`src/rtl/booth_wallace_pipe.sv`:
```
// Three-stage Wallace-tree reduction of eight radix-4 Booth partial products into a 32-bit signed product.
// Optional running accumulator on delivered products is built when BOOTH_WALLACE_ACC_EN is defined.
module booth_wallace_pipe #(
  parameter int PP_W  = 18,
  parameter int OUT_W = 32
`ifdef BOOTH_WALLACE_ACC_EN
  , parameter int ACC_W = 40
`endif
) (
  input  logic             sys_clk,
  input  logic             sys_rst,
  input  logic             IN_VALID,
  output logic             IN_READY,
  input  logic [PP_W-1:0]  PP1,
  input  logic [PP_W-1:0]  PP2,
  input  logic [PP_W-1:0]  PP3,
  input  logic [PP_W-1:0]  PP4,
  input  logic [PP_W-1:0]  PP5,
  input  logic [PP_W-1:0]  PP6,
  input  logic [PP_W-1:0]  PP7,
  input  logic [PP_W-1:0]  PP8,
  output logic             OUT_VALID,
  input  logic             OUT_READY,
  output logic [OUT_W-1:0] PRODUCT
`ifdef BOOTH_WALLACE_ACC_EN
  , input  logic             ACC_CLR,
  output logic [ACC_W-1:0] ACC_OUT
`endif
);

  typedef logic [OUT_W-1:0] row_t;
  typedef struct packed {
    row_t s;
    row_t c;
  } csa_t;

  // 3:2 compressor; the majority carry out of the top bit falls off the shift.
  function automatic csa_t csa(input row_t a, input row_t b, input row_t c);
    csa_t r;
    r.s = a ^ b ^ c;
    r.c = ((a & b) | (a & c) | (b & c)) << 1;
    return r;
  endfunction

  logic en;
  assign en       = !OUT_VALID || OUT_READY;
  assign IN_READY = en;

  logic [PP_W-1:0] pp [8];
  assign pp[0] = PP1;
  assign pp[1] = PP2;
  assign pp[2] = PP3;
  assign pp[3] = PP4;
  assign pp[4] = PP5;
  assign pp[5] = PP6;
  assign pp[6] = PP7;
  assign pp[7] = PP8;

  row_t row [8];
  csa_t l1a, l1b, l2a, l2b;

  // NOTE: every variable gets a full assignment on each pass, so no latch is inferred.
  always_comb begin
    for (int i = 0; i < 8; i++) begin
      row[i] = row_t'({{(OUT_W-PP_W){pp[i][PP_W-1]}}, pp[i]}) << (2*i);
    end
    l1a = csa(row[0], row[1], row[2]);
    l1b = csa(row[3], row[4], row[5]);
    l2a = csa(l1a.s, l1a.c, l1b.s);
    l2b = csa(l1b.c, row[6], row[7]);
  end

  row_t q [4];
  logic v1;
  csa_t l3, l4;

  always_comb begin
    l3 = csa(q[0], q[1], q[2]);
    l4 = csa(l3.s, l3.c, q[3]);
  end

  row_t s2_sum, s2_carry;
  logic v2;

  // NOTE: row registers are reset too so that nothing undefined can ever reach PRODUCT.
  always_ff @(posedge sys_clk) begin
    if (sys_rst) begin
      v1        <= 1'b0;
      v2        <= 1'b0;
      OUT_VALID <= 1'b0;
      for (int i = 0; i < 4; i++) q[i] <= '0;
      s2_sum    <= '0;
      s2_carry  <= '0;
      PRODUCT   <= '0;
    end else if (en) begin
      // NOTE: non-blocking assignments let every stage sample the previous stage's old value.
      v1       <= IN_VALID;
      q[0]     <= l2a.s;
      q[1]     <= l2a.c;
      q[2]     <= l2b.s;
      q[3]     <= l2b.c;
      v2       <= v1;
      s2_sum   <= l4.s;
      s2_carry <= l4.c;
      OUT_VALID <= v2;
      // PRODUCT only moves on a real result so it keeps the last one across bubbles.
      if (v2) PRODUCT <= s2_sum + s2_carry;
    end
  end

`ifdef BOOTH_WALLACE_ACC_EN
  logic             out_xfer;
  logic [ACC_W-1:0] prod_ext;
  assign out_xfer = OUT_VALID && OUT_READY;
  assign prod_ext = {{(ACC_W-OUT_W){PRODUCT[OUT_W-1]}}, PRODUCT};

  always_ff @(posedge sys_clk) begin
    if (sys_rst) begin
      ACC_OUT <= '0;
    end else if (ACC_CLR) begin
      ACC_OUT <= out_xfer ? prod_ext : '0;
    end else if (out_xfer) begin
      ACC_OUT <= ACC_OUT + prod_ext;
    end
  end
`endif

endmodule

```
`config.mk`:
```
export PLATFORM = sky130hd
export DESIGN_NAME = booth_wallace_pipe
export DESIGN_NICKNAME = d
export VERILOG_FILES = /design/src/rtl/booth_wallace_pipe.sv
export SDC_FILE = /design/constraint.sdc
export NUM_CORES = 1
export LEC_CHECK = 0
export ABC_AREA = 1
export BUFFER_PORTS_ARGS = -buffer_cell sky130_fd_sc_hd__buf_2
export CAP_MARGIN = 5
export CORE_MARGIN = 3
export CORE_UTILIZATION = 58
export DETAILED_ROUTE_END_ITERATION = 8
export PLACE_DENSITY = 0.81
export SETUP_SLACK_MARGIN = 0.1
export SYNTH_ARGS = -nofsm -noshare
export SYNTH_HDL_FRONTEND = slang
export SYNTH_SLANG_ARGS = --single-unit
```
`constraint.sdc`:
```
create_clock -name sys_clk -period 6.6 [get_ports sys_clk]
set_clock_uncertainty 0.1 [all_clocks]
set_input_delay 1.65 -clock sys_clk [delete_from_list [all_inputs] [get_ports sys_clk]]
set_output_delay 1.65 -clock sys_clk [all_outputs]
set_load 0.1 [all_outputs]
```
* Word-level counts from Yosys, hierarchy flattened *
Memories as Yosys holds them, arrays and structs flattened.
Cells that the tools add are included.

word-level totals
  register bits = 98
  latch bits = 0
  memory bits (writable) = 128
  bits in read-only memories = 0
  input bits = 148
  output and inout port bits = 34
  memories kept = 1

memory list
  name  words  width  read ports  clocked after memory_dff  write ports  RTL line  RTL
  q     4      32     4           0                         4            73        row_t q [4];

operators by class
  add/sub/neg operators = 1
  multipliers = 0
  div/mod/pow operators = 0
  magnitude comparators = 0
  equal/unequal tests = 0
  shift operators = 0
  mux-type cells = 9
  bitwise logic cells = 46
  reductions and logical operators = 3

operators with widths
  operator          count
  $and 31x31->31    18
  $xor 32x32->32    12
  $or 31x31->31     12
  $mux 32           4
  $add 32x32->32    1
  $mux 1            5
  $or 1x1->1        4
  $reduce_and 2->1  1
  $logic_not 1->1   1
  $logic_or 1x1->1  1

* Depth between registers and ports, before layout *
  depth after elaboration = 7
  mapped depth = 14
  mapped depth without buffers = 14

* Least setup slack after synthesis *
Ideal clock, no wire load.

  kind = in2reg
  from = in sys_rst
  to = reg OUT_VALID
  setup time = 0.304 ns
  data arrival time = 5.067 ns
  required time = 6.196 ns
  setup slack = 1.128 ns
  stages = 5
  buffers on the path = 2
  path through = clkbuf_1 -> inv_2 -> nand2_1 -> clkbuf_1 -> o21ai_0

RTL lines
  item                    RTL line  RTL
  start: declaration      11        input logic sys_rst,
  end signal: assignment  105       OUT_VALID <= v2;
  end: declaration        22        output logic OUT_VALID,

* Final worst setup path *
  from = in OUT_READY
  to = out IN_READY

between the ends
  longest elaborated chain between the ends = 1

RTL lines
  item                RTL line  RTL
  start: declaration  23        input logic OUT_READY,
  $logic_or 1x1->1    46        assign en = !OUT_VALID || OUT_READY;
  end: declaration    13        output logic IN_READY,

No other way between the ends.

==> results.py <==
metrics = {
    "placement": {
        "preCtsSetupSlack_ns": 2.05,
        "place_congestion": 0.902,
        "hpwl_um": 18000,
        "portBuffers": 181,
        "dp.cells": 1727,
        "placed_cell_area_um2": 12800,
    },
    "outcome": {
        "outcome": "finished, final reports clean",
    },
    "final_layout": {
        "final_nets": 1794,
        "post_route_cells_drive_above_1_share_pct": 16.4,
        "fill_cells": 1591,
        "stdcell_count": 1759,
        "area_growth_syn_to_layout_pct": 14.6,
        "multi_input_area_um2": 5750,
        "final_core_util_pct": 68.3,
        "diodes": 0,
        "ff_latch_area_um2": 4710,
        "fin_area_um2": 13400,
    },
    "critical_path": {
        "r2r-start": "OUT_VALID",
        "cp_data_arrival_time_ns": 2.75,
        "crit_path_max_incr_delay_ns": 0.48,
        "timing.rr.end": "q[0][20]",
        "startpoint_type": "primary input",
        "critPathKind": "in2out",
        "path_cells": "buf_2 -> nor2_4 -> buf_4 -> inv_2 -> buf_2",
        "cp-end-kind": "output pin",
        "path_common_cell": "buf_2",
        "worstPathRequired_ns": 4.85,
        "r2r_setup_slack_ns": 3.77,
        "cp_num_buf_inv": 4,
        "cpMaxStageDelayCell": "buf_4",
        "critPathTopFamily": "buffers and inverters",
        "cp_max_fo": 53,
        "worstRegToRegCells": 7,
    },
    "pwr": {
        "max-vdd-ir-drop_uv": 151,
        "power_frac_comb_pct": 31.0,
        "p_leak_nw": 6.97,
        "p_clk_share_pct": 27.4,
        "p_switching_mw": 1.25,
        "p_sw_share_pct": 34.1,
        "p_int_mw": 2.41,
        "power_frac_seq_pct": 41.6,
        "power_mw": 3.66,
        "power.density_nw_per_um2": 272,
    },
    "clock_network": {
        "clockBufferDepth": 2,
        "post_cts_buffers": 0,
        "cts_root_buffer": "clkbuf_16",
        "cts-resized-gates": 0,
        "numClockSinks": 188,
        "holdBufCountCts": 0,
        "worst_skew_pair.late_latency_ns": 0.43,
        "clkTransAtPathRegs_ns": 0.07,
        "cts_buffers": 17,
        "cts_tree": "done",
        "htreeDepth": 4,
    },
    "timing": {
        "period_needed_ns": 4.50,
        "finalSetupViolations": 0,
        "slew_violations": 0,
        "layout_setup_ws_ns": 2.10,
        "timing.slew.headroom_pct": 24.9,
        "fmax_ghz": 0.222,
        "hold_violations": 0,
        "tns_ns": 0,
        "period_share_pct": 68.2,
        "rsz0062_at_grt": "no",
        "worstMarginPinSlew_ns": 1.13,
        "holdWs_ns": 0.358,
    },
    "detailed_routing": {
        "ant_nets": 0,
        "drc": 0,
        "wl_per_cell_um": 13.2,
        "vias_per_cell": 4.88,
        "wirelength_um": 23300,
        "num_vias": 8581,
        "first_pass_iters": 5,
        "drt_iter0_drc": 521,
    },
    "min_path": {
        "min_path_cells": 2,
        "hold_start": "s2_sum[5]",
        "holdPathEnd": "PRODUCT[5]",
        "hold_class": "reg2reg",
    },
    "grt": {
        "overflow": 0,
        "grt_pass1_vias": 8634,
        "grt_start_max_net_pins": 98,
        "grt_usage_pct": 22.5,
        "grt_first_pass_wirelength_um": 39700,
        "grt_antenna_before_repair": 0,
    },
    "yosys": {
        "syn_area_um2": 11700,
        "synthCells": 1313,
        "synth_nets": 1626,
        "ys.flop_type": "edfxtp_1",
        "ys_ff_latch": 188,
        "async_flop_share_pct": 0,
        "ys_warn_count": 0,
        "synth_edf_count": 95,
        "avgSynthCellArea_um2": 8.92,
        "synth_cell_type_count": 34,
        "seq_area_frac_synth_pct": 40.3,
    },
    "floorplan": {
        "fp.dieW_um": 148,
        "num_rows": 51,
        "pin_count": 182,
        "fp.dieArea_um2": 21900,
        "start_util_pct": 59.6,
        "core_area_um2": 19700,
        "die_h_um": 148,
    },
    "job": {
        "maxCapViolations": 0,
    },
}
## flip-flops by register name, summed over array words and instances (netlist names)
| register | cells |
|---|---|
| q | 95 |
| v1 | 1 |
| PRODUCT | 32 |
| OUT_VALID | 1 |
| v2 | 1 |
| s2_sum | 32 |
| s2_carry | 26 |
## worst reg2reg max path, delay by kind of cell, from the launching register on
| kind | cells | cell delay (ns) |
|---|---|---|
| AND/OR/NAND/NOR | 3 | 1.09 |
| buffers and inverters | 4 | 1.00 |
| flip-flops | 1 | 0.36 |
## worst max path at each step
stage	from	slack (ns)	endpoint	depth (start not counted)
6_report	OUT_READY	2.10	IN_READY	5
5_1_grt	OUT_READY	2.00	IN_READY	5
4_1_cts	OUT_READY	2.10	IN_READY	5
3_5_place_dp	sys_rst	2.05	q[2][26]	5
3_3_place_gp	sys_rst	2.12	q[2][26]	5
2_1_floorplan	sys_rst	1.13	OUT_VALID	5
## per-layer routing
layer  wire, um  share of wire [%]  vias up  track usage, %
met5          0                  0        -               0
met4        304                1.3        0            5.77
met3       1100                4.7       27            3.63
met2      11200                 48      217            37.0
met1      10700                 46     4023            31.7
li1           -                  -     4314               -
## cells in the final DEF (no fill, tap or decap), types with 4 or more instances in the layout
master / n
a21oi_1: 74
buf_2: 181
buf_4: 5
clkbuf_16: 17
clkinv_1: 4
dfxtp_1: 93
edfxtp_1: 95
fa_1: 116
ha_1: 49
inv_1: 290
nand2_1: 247
nand2_2: 11
nand3_1: 48
nand4_1: 9
nor2_1: 163
nor2_2: 4
nor2_4: 6
o21ai_0: 31
xnor2_1: 7
xor2_1: 10
## synth_stat cells, types with 4 or more instances
cell,n,area [um2]
xnor2_1,7,61.3
nor2_2,4,25.0
fa_1,116,2320
nand2_1,248,931
clkbuf_1,28,105
a21oi_1,74,370
dfxtp_1,93,1860
buf_2,7,35.0
nor2_1,163,612
xor2_1,10,87.6
nand3_1,48,240
nand2_2,12,75.1
nor2_4,6,67.6
edfxtp_1,95,2850
inv_1,290,1090
nand4_1,9,56.3
o21ai_0,31,155
ha_1,49,613
## power groups by stage
stage / registers, mW / logic (mW) / clock network [mW]
5_1_grt: 1.54 / 1.30 / 1.06
3_5_place_dp: 1.54 / 1.13 / 0
4_1_cts: 1.52 / 1.14 / 1.01
2_1_floorplan: 1.61 / 0.744 / 0
6_report: 1.52 / 1.13 / 1.00
3_3_place_gp: 1.54 / 1.10 / 0
## kinds of logic (layout without fill, tap and decap cells)
family / after synthesis / count (layout) / share of synthesized area (%)
AOI/OAI and AO/OA: 116 / 116 / 5.13
xor gates and xnor gates: 17 / 17 / 1.27
adders and majority gates: 165 / 165 / 25.1
buffers and inverters: 331 / 512 / 10.7
DFF: 188 / 188 / 40.3
and+or+nand+nor: 496 / 496 / 17.6
## area by class of cell
class / count / share of cell area, %
Multi-Input combinational cell: 794 / 42.9
Tap cell: 265 / 2.47
Timing Repair Buffer: 186 / 7.03
Clock buffer: 17 / 3.17
Clock inverter: 15 / 1.09
Inverter: 294 / 8.22
Sequential cell: 188 / 35.1
Power figures use the tool's default switching activity.
